[src/rtl/chaos_rng_wb_reader.sv]
// chaos_rng_wb_reader
// Consumer end of the chaos generator. It samples the x/y/z state words every
// DECIM clocks and takes one bit per sample (parity of the three LSBs). It packs
// 32 bits per word and buffers the words in a FIFO. The management SoC reads the
// words over a Wishbone slave port.
//
// Ports
//   clk, rst            clock; synchronous active-low reset
//   x_i, y_i, z_i       chaos state words
//   wbs_*_i             Wishbone slave request (stb, cyc, we, sel, dat, adr)
//   wbs_ack_o           registered one-cycle acknowledge
//   wbs_dat_o           read data, valid only while wbs_ack_o is high
//   irq_o               high while enabled and FIFO count >= IRQ_THRESH
//
// Register map (offset from ADDR_BASE, decoded on adr[31:4])
//   0x0 CTRL   [0] enable (RW), [1] clear (write-1, reads 0); needs sel[0]
//   0x4 STATUS [0] empty [1] full [2] overflow [3] underflow [15:8] count
//   0x8 DATA   read pops the head word; empty read returns 0, sets underflow
//   0xC        reads 0, writes ignored
//
// Handshake: a request is accepted on the edge where hit=1 and ack is low.
// Every side effect lands on that same edge and ack rises. Because an accepted
// request always raises ack, a master that drops stb/cyc early still gets its
// pop or write. A request held over the ack cycle is accepted again one cycle
// later.
module chaos_rng_wb_reader #(
   parameter int unsigned DECIM      = 4,
   parameter int unsigned FIFO_DEPTH = 8,
   parameter int unsigned IRQ_THRESH = 4,
   parameter logic [31:0] ADDR_BASE  = 32'h3000_0000
) (
   input  logic        clk,
   input  logic        rst,
   input  logic [31:0] x_i,
   input  logic [31:0] y_i,
   input  logic [31:0] z_i,
   input  logic        wbs_stb_i,
   input  logic        wbs_cyc_i,
   input  logic        wbs_we_i,
   input  logic [3:0]  wbs_sel_i,
   input  logic [31:0] wbs_dat_i,
   input  logic [31:0] wbs_adr_i,
   output logic        wbs_ack_o,
   output logic [31:0] wbs_dat_o,
   output logic        irq_o
);

   localparam int unsigned AW = (FIFO_DEPTH > 1) ? $clog2(FIFO_DEPTH) : 1;
   localparam int unsigned CW = $clog2(FIFO_DEPTH) + 1;
   localparam int unsigned DW = (DECIM > 1) ? $clog2(DECIM) : 1;

   logic          enable_q, enable_d;
   logic          ovf_q, ovf_d;
   logic          udf_q, udf_d;
   logic [DW-1:0] decim_q, decim_d;
   logic [4:0]    bit_cnt_q, bit_cnt_d;
   logic [31:0]   pack_q, pack_d;
   logic [AW-1:0] wr_ptr_q, wr_ptr_d;
   logic [AW-1:0] rd_ptr_q, rd_ptr_d;
   logic [CW-1:0] count_q, count_d;
   logic          ack_q, ack_d;
   logic [31:0]   dat_q, dat_d;
   logic          irq_q, irq_d;
   logic [31:0]   mem_q [FIFO_DEPTH];

   logic        hit, req, empty, full;
   logic        ctrl_wr, clear, data_rd, pop, udf_set;
   logic        sample, smp_bit, word_done, push, ovf_set, mem_we;
   logic [31:0] word, rdata;
   logic        unused_ok;

   assign unused_ok = ^{x_i[31:1], y_i[31:1], z_i[31:1], wbs_sel_i[3:1],
                        wbs_dat_i[31:2], wbs_adr_i[1:0]};

   always_comb begin
      hit     = wbs_stb_i & wbs_cyc_i & (wbs_adr_i[31:4] == ADDR_BASE[31:4]);
      req     = hit & ~ack_q;
      empty   = (count_q == '0);
      full    = (count_q == CW'(FIFO_DEPTH));
      ctrl_wr = req & wbs_we_i & (wbs_adr_i[3:2] == 2'd0) & wbs_sel_i[0];
      clear   = ctrl_wr & wbs_dat_i[1];
      data_rd = req & ~wbs_we_i & (wbs_adr_i[3:2] == 2'd2);
      pop     = data_rd & ~empty;
      udf_set = data_rd & empty;

      sample    = enable_q & (decim_q == DW'(DECIM - 1));
      smp_bit   = x_i[0] ^ y_i[0] ^ z_i[0];
      word      = {pack_q[30:0], smp_bit};
      word_done = sample & (bit_cnt_q == 5'd31);
      // A pop on the same edge frees the slot, so a full FIFO still accepts.
      push      = word_done & (~full | pop);
      ovf_set   = word_done & full & ~pop;
      mem_we    = push & ~clear;

      rdata = 32'h0;
      unique case (wbs_adr_i[3:2])
         2'd0: rdata = {31'h0, enable_q};
         2'd1: rdata = {16'h0, 8'(count_q), 4'h0, udf_q, ovf_q, full, empty};
         2'd2: rdata = empty ? 32'h0 : mem_q[rd_ptr_q];
         default: rdata = 32'h0;
      endcase
   end

   always_comb begin
      enable_d  = enable_q;
      ovf_d     = ovf_q;
      udf_d     = udf_q;
      decim_d   = decim_q;
      bit_cnt_d = bit_cnt_q;
      pack_d    = pack_q;
      wr_ptr_d  = wr_ptr_q;
      rd_ptr_d  = rd_ptr_q;
      count_d   = count_q;

      if (sample) begin
         decim_d   = '0;
         pack_d    = word;
         bit_cnt_d = bit_cnt_q + 5'd1;
      end else if (enable_q) begin
         decim_d = decim_q + DW'(1);
      end

      if (pop)  rd_ptr_d = rd_ptr_q + AW'(1);
      if (push) wr_ptr_d = wr_ptr_q + AW'(1);
      if (push & ~pop) count_d = count_q + CW'(1);
      if (pop & ~push) count_d = count_q - CW'(1);

      if (ovf_set) ovf_d = 1'b1;
      if (udf_set) udf_d = 1'b1;
      if (ctrl_wr) enable_d = wbs_dat_i[0];

      // Clear wins over everything in flight, including a completing word.
      if (clear) begin
         decim_d   = '0;
         bit_cnt_d = '0;
         pack_d    = '0;
         wr_ptr_d  = '0;
         rd_ptr_d  = '0;
         count_d   = '0;
         ovf_d     = 1'b0;
         udf_d     = 1'b0;
      end

      ack_d = req;
      dat_d = (req & ~wbs_we_i) ? rdata : 32'h0;
      irq_d = enable_q & (32'(count_q) >= IRQ_THRESH);
   end

   always_ff @(posedge clk) begin
      if (!rst) begin
         enable_q  <= 1'b0;
         ovf_q     <= 1'b0;
         udf_q     <= 1'b0;
         decim_q   <= '0;
         bit_cnt_q <= '0;
         pack_q    <= '0;
         wr_ptr_q  <= '0;
         rd_ptr_q  <= '0;
         count_q   <= '0;
         ack_q     <= 1'b0;
         dat_q     <= '0;
         irq_q     <= 1'b0;
      end else begin
         enable_q  <= enable_d;
         ovf_q     <= ovf_d;
         udf_q     <= udf_d;
         decim_q   <= decim_d;
         bit_cnt_q <= bit_cnt_d;
         pack_q    <= pack_d;
         wr_ptr_q  <= wr_ptr_d;
         rd_ptr_q  <= rd_ptr_d;
         count_q   <= count_d;
         ack_q     <= ack_d;
         dat_q     <= dat_d;
         irq_q     <= irq_d;
      end
   end

   // Storage needs no reset; the count and pointers define what is valid.
   always_ff @(posedge clk) begin
      if (rst && mem_we) mem_q[wr_ptr_q] <= word;
   end

   assign wbs_ack_o = ack_q;
   assign wbs_dat_o = dat_q;
   assign irq_o     = irq_q;

endmodule

[config.mk]
export PLATFORM = sky130hd
export DESIGN_NAME = chaos_rng_wb_reader
export DESIGN_NICKNAME = d
export VERILOG_FILES = /design/src/rtl/chaos_rng_wb_reader.sv
export SDC_FILE = /design/constraint.sdc
export NUM_CORES = 1
export LEC_CHECK = 0
export ABC_AREA = 1
export CELL_PAD_IN_SITES_DETAIL_PLACEMENT = 2
export CELL_PAD_IN_SITES_GLOBAL_PLACEMENT = 2
export CORE_MARGIN = 5
export CORE_UTILIZATION = 36
export CTS_BUF_LIST = sky130_fd_sc_hd__clkbuf_16
export CTS_CLUSTER_DIAMETER = 50
export DETAILED_ROUTE_END_ITERATION = 7
export PLACE_DENSITY = 0.78
export SLEW_MARGIN = 20
export SYNTH_ARGS = -nofsm -noshare
export SYNTH_HDL_FRONTEND = slang
export SYNTH_SLANG_ARGS = --single-unit
[constraint.sdc]
create_clock -name clk -period 5.3 [get_ports clk]
set_clock_uncertainty 0.1 [all_clocks]
set_input_delay 1.06 -clock clk [delete_from_list [all_inputs] [get_ports clk]]
set_output_delay 1.06 -clock clk [all_outputs]
set_load 0.03 [all_outputs]
# Word level (Yosys, flattened, before mapping)
# Memory sizes are Yosys's and may differ from the RTL's. A register that Yosys moved wholly into a read port is not among the register bits.
# Index checks and enable logic that the tools add are counted.
[op_classes] add_sub_neg=6 mul=0 div_mod_pow=0 order_cmp=1 eq_ne=6 n_shift=0 muxes=8 bitwise=31 n_reduce_logical=7
[op_table] cell="32-bit one-hot mux with 3 select lines" n=1
[op_table] cell="32-bit two-way mux" n=1
[op_table] cell="28-bit by 26-bit == test with 1-bit output (second input constant)" n=1
[op_table] cell="1-bit bitwise AND" n=20
[op_table] cell="4-bit two-way mux" n=2
[op_table] cell="1-bit inverter" n=8
[op_table] cell="3-bit by 1-bit adder with 3-bit output (second input constant)" n=2
[op_table] cell="3-bit two-way mux" n=2
[op_table] cell="5-bit by 1-bit adder with 5-bit output (second input constant)" n=1
[op_table] cell="5-bit == test (second input constant)" n=1
[op_table] cell="4-bit by 1-bit adder with 4-bit output (second input constant)" n=1
[op_table] cell="2-bit == test (second input constant)" n=2
[op_table] cell="4-bit == test (second input constant)" n=1
[op_table] cell="4-bit by 3-bit greater-or-equal comparator with 1-bit output (second input constant)" n=1
[op_table] cell="4-bit zero test" n=1
[op_table] cell="4-bit by 1-bit subtractor with 4-bit output (second input constant)" n=1
[op_table] cell="3-bit OR reduction" n=1
[op_table] cell="2-bit by 1-bit adder with 2-bit output (second input constant)" n=1
[op_table] cell="2-bit by 1-bit == test with 1-bit output (second input constant)" n=1
[op_table] cell="2-bit zero test" n=1
[op_table] cell="1-bit two-way mux" n=2
[op_table] cell="2-bit AND reduction" n=1
[op_table] cell="2-bit nonzero test" n=1
[op_table] cell="2-bit OR reduction" n=1
[op_table] cell="3 further kinds" n=4
[word_totals] regBits=85 latch_bits=0 ram_bits=256 rom_bits=0 inputBits=169 output_inout_bits=34 memories=1
[mem_list] name="mem_q" words=8 word_bits=32 read_ports=1 rd_clocked_by_memory_dff=1 wr=1 line="64" text="logic [31:0] mem_q [FIFO_DEPTH];"

# Longest topological paths before layout
[depth] ltp_word=12 depth_mapped=16 mapped_depth_nobuf=16

# Least setup slack after synthesis
# No wires, ideal clock.
[synth_timing] kind="input to register" start="input wbs_adr_i[31]" end="memory mem_q[2][0], enable pin" arrival_time_ns=4.305 t_required_ns=4.739 slack_ns=0.434 cell_stages=11 path_cell_list="nor2_1 nand2_1 nor2_2 nand2_2 nor3_4 nand2_2 a21oi_4 inv_2 nor2_4 inv_2 nor3_1"
[synth_between] elab_chain_len=12 word_cells_on_any_way=17
[synth_rtl] item="start: declaration" line="42" text="input logic [31:0] wbs_adr_i,"
[synth_rtl] item="28-bit by 26-bit == test with 1-bit output (*)" line="76" text="hit = wbs_stb_i & wbs_cyc_i & (wbs_adr_i[31:4] == ADDR_BASE[31:4]);"
[synth_rtl] item="1-bit bitwise AND (*)" line="76"
[synth_rtl] item="1-bit bitwise AND (*)" line="77" text="req = hit & ~ack_q;"
[synth_rtl] item="1-bit bitwise AND, on equally long branches (2 in series)" line="82, 80"
[synth_rtl] item="1-bit bitwise AND, on equally long branches" line="83, 80"
[synth_rtl] item="1-bit bitwise OR or 1-bit bitwise AND (tied branches)" line="91, 81"
[synth_rtl] item="1-bit bitwise AND or 1-bit inverter (tied branches)" line="91, 93"
[synth_rtl] item="1-bit bitwise AND (*)" line="93" text="mem_we = push & ~clear;"
[synth_rtl] item="1-bit logical AND (*)" line="181" text="if (rst && mem_we) mem_q[wr_ptr_q] <= word;"
[synth_rtl] item="1-bit two-way mux (*)" line="181"
[synth_rtl] item="1-bit two-way mux (not written as such) (*)" line="181"
[synth_rtl] item="end: declaration" line="64"
# Every way passes the cells marked *; elsewhere a longest branch is shown, timed or not.

# Final worst setup path
[layout_timing] start="input wbs_adr_i[23]" end="memory mem_q[5][4], enable pin"
# Same word-level chain as after synthesis.

==> metrics <==
status completed; adder-cell share of the synthesized area 0.572%; data required time at the worst endpoint 5.43 ns; total wirelength of the detailed-routed design 38.4 mm; Sw Pwr 1.14 mW; final HPWL from detailed placement 21.7 mm; all-layer global routing usage 18.7%; number of buffers added by the clock tree synthesis step 41; syn_nets 1209; arrival time at the worst endpoint 3.76 ns; maximum clock rate 276 MHz; number of standard cells in the layout, taps in and fillers out 1608; areal power density over the cells 363 nW/um^2; crit start category primary input; Initial Util 36.2%; Ports 203; Final Max Slew Viols 0; CTS tree built; fraction of final layout cells sized beyond drive strength 1 10.0%; initial antenna violation count 0; Gate power share 1.0%; cell count after synthesis 1034; Synth async-reset ratio 0%; Root Buffer sky130_fd_sc_hd__clkbuf_16; # H-tree levels 2; share of synthesized area occupied by flip-flops and latches 72.0%; number of vias in the routed layout 8725; synthesized-area fraction occupied by and/or/nand/nor cells 10.7%; number of iterations in the first detailed-routing pass 5; mux contribution to synthesized area 2.75%; Worst Hold Endpoint bit_cnt_q[4]$_SDFFE_PP0P_; internal power component 4.58 mW; clock tree buffer depth 3; cell depth of the worst min-delay path 2; count of cells along the worst register-to-register path 9; Pleak 5.06 nW; number of hold violations in the final report 0; number of maximum-capacitance violations 0; Mapped Avg Cell Area 12.7 sq um; via count of the first global-routing pass 9981; number of buffers inserted to repair setup after CTS 0; port bufs 74; residual antenna-violating net count after detailed routing 0; post-synthesis share of cell area spent on xor and xnor gates 0.401%; number of distinct standard cells referenced by the synthesized netlist 39; mean routed wirelength per cell 23.9 um; clock power share 49.1%; placer's final routability congestion estimate 0.731; register area 9460 sq um; most frequently used flop master after synthesis sky130_fd_sc_hd__edfxtp_1; area taken by multi-input logic gates 3350 sq um; final net count 1283; cells resized by post-CTS repair 0; clock sinks 344; Max stage delay on crit path 0.61 ns; total congestion overflow 0; crit end category flip-flop; post-synth design cell area 13100 sq um; CTS clock-pin slew for the worst setup and hold paths 0.06 ns; Worst slew margin 30.3%; register share of total power 49.9%; critical register-to-register path endpoint mem_q[5][4]$_DFFE_PP_; clock latency reported for the late side of the worst-skew pair 0.55 ns; Hold Crit Start bit_cnt_q[4]$_SDFFE_PP0P_; cell row count 70; RSZ-0062 raised after global routing no; post-synthesis register bit count 344; number of cells in the design after placement 1533; main combinational cell family by area after synthesis compound AO/OA/AOI/OAI gates; critical register-to-register path startpoint enable_q$_SDFFE_PN0N_; Setup Total Neg Slack 0 ns; maximum fanout along the worst path 19; residual DRC count 0; Critical-path top delay cell sky130_fd_sc_hd__nor2_4; number of endpoints failing setup at the final stage 0; antenna diode instance count 0; Die Wd 201 um; vias per std cell 5.43; Die Span Y 201 um; largest net degree at the start of global routing 77; number of DRC violations after detailed-routing iteration 0 481; global-route wire length before repair 59.5 mm; Slew @ Worst Pin 1.04 ns; cell chain of the critical path clkdlybuf4s50_1, nor2_1, nand2_1, nor2_2, nand2_2, nor3_4, nand2_2, a21oi_4, inv_2, nor2_4, nand2_1, nor2_4, buf_12; layout overhead on the synthesized area 20.3%; sw frac 19.9%; Compound-Gate Fraction of Synth Area 10.8%; core footprint 36300 sq um; floorplan die area 40400 sq um; hold crit path type reg2reg; Worst Path Class, Setup in2reg; largest voltage drop on the vdd net 242 uV; Yosys warning total 0; setup slack of the worst register-to-register path 2.03 ns; part of the cycle the worst path needs 68.4%; fill cell total of the finished layout 3572; quantity of hold-fixing buffers added after cts 0; number of enable flip-flop cells after synthesis 256; final worst path period need 3.62 ns
-- cell type report --
class | count | share of cell area (%)
inverter | 28 | 0.666
multi-input combinational | 600 | 21.3
sequential | 344 | 59.9
tap | 468 | 3.71
clock buffer | 42 | 6.66
timing repair buffer | 93 | 5.76
clock inverter | 33 | 2.01
-- how the worst max path moves through the flow --
stage	start	to
finish	wbs_adr_i[23]	mem_q[5][4]$_DFFE_PP_
global route	wbs_adr_i[23]	mem_q[5][4]$_DFFE_PP_
CTS	wbs_adr_i[23]	mem_q[5][22]$_DFFE_PP_
detailed placement	wbs_adr_i[23]	mem_q[5][4]$_DFFE_PP_
global placement	wbs_adr_i[23]	mem_q[5][11]$_DFFE_PP_
floorplan	wbs_adr_i[31]	mem_q[2][0]$_DFFE_PP_
-- power groups by stage --
| stage | clock network, mW | registers, mW | logic [mW] |
|---|---|---|---|
| CTS | 2.86 | 2.86 | 0.0571 |
| finish | 2.81 | 2.86 | 0.0569 |
| floorplan | 0 | 2.91 | 0.0173 |
| detailed placement | 0 | 2.91 | 0.0563 |
| global placement | 0 | 2.91 | 0.0546 |
| global route | 2.99 | 2.85 | 0.0606 |
-- flip-flops by register name, summed over array words and instances (netlist names), named ones only --
register,flops
bit_cnt_q,5
count_q,4
decim_q,2
enable_q,1
irq_o,1
mem_q,256
ovf_q,1
pack_q,31
rd_ptr_q,3
udf_q,1
wbs_ack_o,1
wbs_dat_o,32
wr_ptr_q,3
-- stage by stage --
| stage | utilization, % | area (sq um) | worst slack [ns] | hold WS, ns | power (mW) |
|---|---|---|---|---|---|
| global route | 43.5 | 15800 | 1.43 | 0.415 | 5.91 |
| finish | 43.5 | 15800 | 1.68 | 0.368 | 5.72 |
| floorplan | - | 13100 | 0.434 | 0.330 | 2.93 |
| detailed placement | 39.7 | 14400 | 1.04 | 0.363 | 2.97 |
| global placement | 39.7 | 14400 | 1.12 | 0.343 | 2.97 |
| CTS | 43.5 | 15800 | 1.60 | 0.373 | 5.77 |
-- layout by cell type (no fill, tap or decap), types with 2 or more instances in the layout --
cell and instances:
sky130_fd_sc_hd__bufinv_16 5, sky130_fd_sc_hd__nor3_2 6, sky130_fd_sc_hd__dfxtp_4 2, sky130_fd_sc_hd__nor2_1 165, sky130_fd_sc_hd__clkinv_1 8, sky130_fd_sc_hd__buf_4 17
sky130_fd_sc_hd__o211ai_1 18, sky130_fd_sc_hd__buf_12 2, sky130_fd_sc_hd__clkdlybuf4s50_1 74, sky130_fd_sc_hd__dfxtp_1 86, sky130_fd_sc_hd__xor2_1 3, sky130_fd_sc_hd__nand2_2 7
sky130_fd_sc_hd__inv_2 7, sky130_fd_sc_hd__o221ai_1 36, sky130_fd_sc_hd__nand3_1 11, sky130_fd_sc_hd__nor2_2 3, sky130_fd_sc_hd__a21oi_1 51, sky130_fd_sc_hd__nand2_1 112
sky130_fd_sc_hd__nor2_4 6, sky130_fd_sc_hd__o32ai_1 28, sky130_fd_sc_hd__clkbuf_16 42, sky130_fd_sc_hd__o21ai_0 67, sky130_fd_sc_hd__nor3_4 2, sky130_fd_sc_hd__mux2i_1 36
sky130_fd_sc_hd__clkinvlp_4 3, sky130_fd_sc_hd__clkinv_4 3, sky130_fd_sc_hd__o21a_1 3, sky130_fd_sc_hd__nor3_1 12, sky130_fd_sc_hd__xnor2_1 3, sky130_fd_sc_hd__o21ai_1 14
sky130_fd_sc_hd__edfxtp_1 256, sky130_fd_sc_hd__ha_1 6, sky130_fd_sc_hd__inv_1 31
-- synthesized netlist by cell type (6+ instances only) --
cell | instances | area (sq um)
sky130_fd_sc_hd__nand2_2 | 7 | 43.8
sky130_fd_sc_hd__ha_1 | 6 | 75.1
sky130_fd_sc_hd__inv_1 | 22 | 82.6
sky130_fd_sc_hd__o211ai_1 | 18 | 135
sky130_fd_sc_hd__clkbuf_1 | 41 | 154
sky130_fd_sc_hd__buf_2 | 16 | 80.1
sky130_fd_sc_hd__o21ai_1 | 14 | 70.1
sky130_fd_sc_hd__dfxtp_1 | 88 | 1760
sky130_fd_sc_hd__a21oi_1 | 51 | 255
sky130_fd_sc_hd__edfxtp_1 | 256 | 7690
sky130_fd_sc_hd__mux2i_1 | 36 | 360
sky130_fd_sc_hd__inv_2 | 6 | 22.5
sky130_fd_sc_hd__nor3_1 | 16 | 80.1
sky130_fd_sc_hd__o32ai_1 | 28 | 245
sky130_fd_sc_hd__nor2_1 | 169 | 634
sky130_fd_sc_hd__nand2_1 | 112 | 420
sky130_fd_sc_hd__nand3_1 | 11 | 55.1
sky130_fd_sc_hd__o21ai_0 | 67 | 335
sky130_fd_sc_hd__o221ai_1 | 36 | 315
-- kinds of logic (layout without fill, tap and decap cells) --
family                   count (synthesis)  after routing
buffers and inverters                   90            196
AO/OA/AOI/OAI                          221            221
XOR/XNOR                                 6              6
adder cells (fa/ha/maj)                  6              6
AND/OR/NAND/NOR                        331            331
multiplexers                            36             36
flip-flops                             344            344
-- critical path, delay by kind of cell --
family / cells / cell delay, ns
compound gates: 1 / 0.21
simple gates: 9 / 1.68
buf+inv: 3 / 0.78
-- routing by layer --
metal	track usage, %	vias to the layer above	part of all wire, %
met4	5.48	0	2.7
met1	21.7	4550	39
met5	0	-	0
met3	2.76	69	3.4
met2	35.7	184	55
li1	-	3922	-
No activity file was read; power rests on OpenSTA's default activity.
